`src/rtl/reg_dump_pkg.sv`:
```
// Shared types for the register-file dumper.
// State encoding and index-width helper.
package reg_dump_pkg;

    typedef enum logic [2:0] {
        IDLE,
        CLEAR,
        READ,
        EMIT0,
        EMIT1,
        DONE
    } state_t;

    localparam int NREGS_DEF = 32;

    function automatic int addr_w(input int nregs);
        return $clog2(nregs);
    endfunction

endpackage

```
`src/rtl/reg_file_dumper_if.sv`:
```
// Valid/ready word stream carrying one register per beat.
// master drives data, slave drives ready.
interface reg_file_dumper_if #(
    parameter int DATA_W = 32,
    parameter int ADDR_W = 5
);
    logic              out_valid;
    logic              out_ready;
    logic [DATA_W-1:0] out_data;
    logic [ADDR_W-1:0] out_idx;
    logic              out_last;

    modport master (
        output out_valid, out_data, out_idx, out_last,
        input  out_ready
    );

    modport slave (
        input  out_valid, out_data, out_idx, out_last,
        output out_ready
    );
endinterface

```
`src/rtl/reg_file_dumper.sv`:
```
// Dumps a register file as a stream, optionally zero-filling it first.
// Zero-fill pass is built only when REG_DUMP_CLEAR_EN is defined.
module reg_file_dumper
    import reg_dump_pkg::*;
#(
    parameter int NREGS  = NREGS_DEF,
    parameter int DATA_W = 32,
    parameter int ADDR_W = addr_w(NREGS)
) (
    input  logic              clk,
    input  logic              rst_n,
    input  logic              start,
    input  logic              clear,
    output logic              busy,
    output logic              done,
    output logic              wren,
    output logic [ADDR_W-1:0] wr,
    output logic [DATA_W-1:0] wd,
    output logic [ADDR_W-1:0] rr1,
    output logic [ADDR_W-1:0] rr2,
    input  logic [DATA_W-1:0] rd1,
    input  logic [DATA_W-1:0] rd2,
    reg_file_dumper_if.master out
);

    localparam logic [ADDR_W-2:0] K_LAST = (ADDR_W-1)'(NREGS/2-1);

    state_t            state, nxt;
    logic [ADDR_W-2:0] k, k_nxt;
    logic [DATA_W-1:0] buf0, buf1;
    logic              hs, last;

    assign hs   = out.out_valid & out.out_ready;
    assign last = (k == K_LAST);

`ifdef REG_DUMP_CLEAR_EN
    localparam logic [ADDR_W-1:0] C_LAST = ADDR_W'(NREGS-1);
    logic [ADDR_W-1:0] c;

    always_ff @(posedge clk) begin
        if (!rst_n) begin
            c <= '0;
        end else if (state == IDLE && start) begin
            c <= '0;
        end else if (state == CLEAR && c != C_LAST) begin
            c <= c + 1'b1;
        end
    end

    // Gated by rst_n so the write at the reset edge is suppressed.
    assign wren = (state == CLEAR) & rst_n;
    assign wr   = c;
`else
    logic unused_clear;
    assign unused_clear = clear;
    assign wren = 1'b0;
    assign wr   = '0;
`endif
    assign wd = '0;

    always_ff @(posedge clk) begin
        if (!rst_n) begin
            state <= IDLE;
            k     <= '0;
            buf0  <= '0;
            buf1  <= '0;
            rr1   <= '0;
            rr2   <= '0;
        end else begin
            state <= nxt;
            k     <= k_nxt;
            if (state == READ) begin
                buf0 <= rd1;
                buf1 <= rd2;
            end
            if (nxt == READ) begin
                rr1 <= {k_nxt, 1'b0};
                rr2 <= {k_nxt, 1'b1};
            end
        end
    end

    always_comb begin
        nxt   = state;
        k_nxt = k;
        unique case (state)
            IDLE: if (start) begin
                k_nxt = '0;
`ifdef REG_DUMP_CLEAR_EN
                nxt = clear ? CLEAR : READ;
`else
                nxt = READ;
`endif
            end
`ifdef REG_DUMP_CLEAR_EN
            CLEAR: if (c == C_LAST) nxt = READ;
`endif
            READ:  nxt = EMIT0;
            EMIT0: if (hs) nxt = EMIT1;
            EMIT1: if (hs) begin
                if (last) begin
                    nxt = DONE;
                end else begin
                    k_nxt = k + 1'b1;
                    nxt   = READ;
                end
            end
            DONE:    nxt = IDLE;
            default: nxt = IDLE;
        endcase
    end

    always_comb begin
        busy          = (state != IDLE);
        done          = (state == DONE);
        out.out_valid = (state == EMIT0) || (state == EMIT1);
        out.out_data  = (state == EMIT1) ? buf1 : buf0;
        out.out_idx   = {k, state == EMIT1};
        out.out_last  = (state == EMIT1) && last;
    end

endmodule

```
`src/flat_wrapper.sv`:
```
// flat-port wrapper written by rule: the top's interface ports become plain ports
module reg_file_dumper_flat import reg_dump_pkg::*;
#(
    parameter int NREGS  = NREGS_DEF,
    parameter int DATA_W = 32,
    parameter int ADDR_W = addr_w(NREGS)
)
  (clk, rst_n, start, clear, busy, done, wren, wr, wd, rr1, rr2, rd1, rd2, out_out_valid, out_out_data, out_out_idx, out_out_last, out_out_ready);
  reg_file_dumper_if #(.DATA_W(DATA_W), .ADDR_W(ADDR_W)) out_i ();
  input  logic clk;
  input  logic rst_n;
  input  logic start;
  input  logic clear;
  output logic busy;
  output logic done;
  output logic wren;
  output logic [ADDR_W-1:0] wr;
  output logic [DATA_W-1:0] wd;
  output logic [ADDR_W-1:0] rr1;
  output logic [ADDR_W-1:0] rr2;
  input  logic [DATA_W-1:0] rd1;
  input  logic [DATA_W-1:0] rd2;
  output wire logic [$bits(out_i.out_valid)-1:0] out_out_valid;
  output wire logic [$bits(out_i.out_data)-1:0] out_out_data;
  output wire logic [$bits(out_i.out_idx)-1:0] out_out_idx;
  output wire logic [$bits(out_i.out_last)-1:0] out_out_last;
  input wire logic [$bits(out_i.out_ready)-1:0] out_out_ready;
  assign out_out_valid = out_i.out_valid;
  assign out_out_data = out_i.out_data;
  assign out_out_idx = out_i.out_idx;
  assign out_out_last = out_i.out_last;
  assign out_i.out_ready = out_out_ready;
  reg_file_dumper #(.NREGS(NREGS), .DATA_W(DATA_W), .ADDR_W(ADDR_W)) u_core (.clk(clk), .rst_n(rst_n), .start(start), .clear(clear), .busy(busy), .done(done), .wren(wren), .wr(wr), .wd(wd), .rr1(rr1), .rr2(rr2), .rd1(rd1), .rd2(rd2), .out(out_i));
endmodule
```
`config.mk`:
```
export PLATFORM = sky130hd
export DESIGN_NAME = reg_file_dumper_flat
export DESIGN_NICKNAME = d
export VERILOG_FILES = /design/src/rtl/reg_dump_pkg.sv /design/src/rtl/reg_file_dumper_if.sv /design/src/rtl/reg_file_dumper.sv /design/src/flat_wrapper.sv
export SDC_FILE = /design/constraint.sdc
export NUM_CORES = 1
export LEC_CHECK = 0
export CAP_MARGIN = 40
export CORE_MARGIN = 3
export CORE_UTILIZATION = 43
export CTS_CLUSTER_SIZE = 16
export DETAILED_ROUTE_END_ITERATION = 8
export HOLD_SLACK_MARGIN = 0.05
export PLACE_DENSITY = 0.86
export REMOVE_ABC_BUFFERS = 1
export SKIP_CTS_REPAIR_TIMING = 1
export SLEW_MARGIN = 0
export SYNTH_ARGS = -nofsm -noshare
export SYNTH_HDL_FRONTEND = slang
export SYNTH_SLANG_ARGS = --single-unit
```
`constraint.sdc`:
```
create_clock -name clk -period 2.4 [get_ports clk]
set_clock_uncertainty 0.15 [all_clocks]
set_input_delay 0.48 -clock clk [delete_from_list [all_inputs] [get_ports clk]]
set_output_delay 0.48 -clock clk [all_outputs]
set_load 0.02 [all_outputs]
```
==> run_results.csv <==
group,metric,value,unit
cts,cts_tree,"yes",
sta,post-route-min-period,2.30,ns
power_and_ir_drop,p_per_area,611,nW/um^2
drt,vias_per_cell,4.74,
drt,wl_per_cell,12.5,microns
layout,drive_gt1_share,9.82,%
worst_setup_path,cp.arrival,1.67,ns
drt,vias,3392,
synth,ys_seq_area_share,41.0,%
cts,clock_latency,0.33,ns
flow_run,maxCapViolCount,0,
worst_setup_path,setup.worst_path.start,"u_core.state[2]$_SDFF_PN0_",
die,fp.dieH,98.9,microns
layout,utilization,59.2,%
synth,async_reset_ff_share,0,%
hold_path,min-delay-path-class,"register to register",
cts,cts_root_buf,"clkbuf_8",
placed_design,portBuffers,117,
die,start_util,44.7,%
layout,finalNonFillerCells,716,
status,status,"finished, final reports clean",
power_and_ir_drop,switchingPower,856,uW
worst_setup_path,worstSetupPathType,"register to output port",
placed_design,dp_slack,0.0397,ns
sta,setup_ws,0.0954,ns
die,io_pins,158,
cts,clock_path_buffers,2,
layout,final.fill_count,780,
grt,grt_usage,17.4,%
layout,area_delta_synth_final,32.4,%
sta,grt_setup_unrepaired,"true",
sta,hold_viol_final,0,
worst_setup_path,start_kind,"register",
cts,ctsHtreeMaxLevel,3,
layout,fin_area,4910,sq um
cts,cts_buffers,9,
drt,ant_nets,0,
synth,synth_area_per_cell,7.41,sq um
power_and_ir_drop,vdd_drop_max,0.296,mV
power_and_ir_drop,seq_power_share,46.4,%
sta,period_share,96.0,%
placed_design,hpwl,6340,microns
layout,seqCellArea,1520,sq um
power_and_ir_drop,internal_power,2150,uW
drt,drt_wl_total,8970,microns
synth,ys_warn_count,0,
layout,nets,676,
drt,drt_iter0_drc,135,
synth,syn_inst,501,
power_and_ir_drop,pwr-share-comb,20.6,%
sta,worstMarginPinSlew,0.544,ns
sta,relSlewSlack,63.7,%
sta,timing.fmax,0.434,GHz
die,num_rows,33,
synth,synth_cell_types,38,
layout,layout_commonest_cell,"nand2_1",
hold_path,min-delay-start,"u_core.buf1[6]$_SDFFE_PN0P_",
worst_setup_path,r2r_start,"u_core.state[1]$_SDFF_PN0_",
grt,grt_pass1_vias,3160,
cts,cts.clk_slew.worst_paths,0.08,ns
placed_design,dpl.cell_count,700,
synth,yosys_register_bits,76,
placed_design,placed_area,4810,sq um
worst_setup_path,worstPathMaxFanout,9,
die,coreArea,8300,sq um
sta,setup_tns,0,ns
layout,multi_input_area,1870,sq um
placed_design,gp_congestion,0.753,
power_and_ir_drop,power.share.switching,28.5,%
die,dieArea,9780,sq um
cts,clock_sinks,76,
layout,mostFrequentLayoutCells,"nand2_1 (233), clkdlybuf4s50_1 (80), dfxtp_1 (76), a21boi_0 (47), conb_1 (39)",
power_and_ir_drop,leakagePower,0.00225,uW
grt,overflow,0,
drt,post-route-drc-count,0,
grt,antenna_found_initial,0,
sta,finalSetupViolations,0,
drt,first_pass_iters,4,
grt,grt_first_pass_wirelength,14000,microns
worst_setup_path,crit_required,1.77,ns
worst_setup_path,end_kind,"output port",
power_and_ir_drop,clkPwrFrac,33.0,%
synth,synth_ff_type,"dfxtp_1",
sta,finalMaxSlewViolations,0,
synth,synth-edff-count,0,
layout,diodes,0,
grt,grt_max_degree,47,
die,die_x,98.9,microns
synth,syn_area,3710,sq um
[layout make-up]
cell class / count / share of cell area [%]
multi-input combinational: 386 / 38.0
timing repair buffer: 130 / 24.0
tap: 105 / 2.67
clock inverter: 3 / 0.917
sequential: 76 / 31.0
clock buffer: 13 / 3.23
inverter: 3 / 0.229
[power groups by stage]
stage          combinational [uW]  sequential (uW)  clock [uW]
2_1_floorplan                 337             1420           0
3_3_place_gp                  641             1420           0
3_5_place_dp                  655             1420           0
4_1_cts                       658             1390        1020
5_1_grt                       680             1400        1060
6_report                      619             1390         990
[per-stage QoR]
stage          hold slack [ns]  power [uW]
6_report                 0.305        3000
3_3_place_gp             0.291        2060
3_5_place_dp             0.296        2080
2_1_floorplan            0.285        1760
4_1_cts                  0.307        3070
5_1_grt                  0.329        3140
[synth_stat cells (all sizes together), types with 2 or more instances]
master    n  area share [%]
nand2   234              24
dfxtp    76              41
a21boi   68              14
buf      62              11
clkbuf   12             1.2
nor2      7            0.98
nand3     6            0.81
o31ai     4            0.81
inv       3            0.30
nor2b     3            0.51
a21oi     2            0.27
and3b     2            0.47
nand2b    2            0.34
o21ai     2            0.27
[critical path: stages, from the launching register on]
cell,delay [ns]
dfxtp_1,0.38
buf_4,0.17
and3b_1,0.18
clkdlybuf4s50_1,0.60
[layer usage]
metal / global-route usage (%) / vias up / wire [microns]
met1: 20.4 / 1534 / 3740
met5: 0 / - / 0
li1: - / 1720 / -
met3: 4.10 / 11 / 655
met2: 31.2 / 127 / 4460
met4: 5.57 / 0 / 116
[state kept, by name (all words and copies together) (netlist names)]
signal        count
u_core.buf0      32
u_core.buf1      32
u_core.k          4
u_core.rr2        5
u_core.state      3
[kinds of logic after synthesis]
logic type | synth area share, %
simple gates | 27.9
compound gates | 17.6
buf+inv | 12.8
flops | 41.0
mux | 0.270
fa+ha+maj | 0.337
other cells | 0.101
[path summary, 6_finish.rpt]
path / slack, ns / cells after the start / end
max: 0.1 / 3 / done
min: 0.31 / 2 / u_core.buf1[6]$_SDFFE_PN0P_
max reg2reg: 0.50 / 7 / u_core.rr2[1]$_SDFFE_PN0N_
min reg2reg: 0.31 / 2 / u_core.buf1[6]$_SDFFE_PN0P_
(Power assumes the default switching activity.)
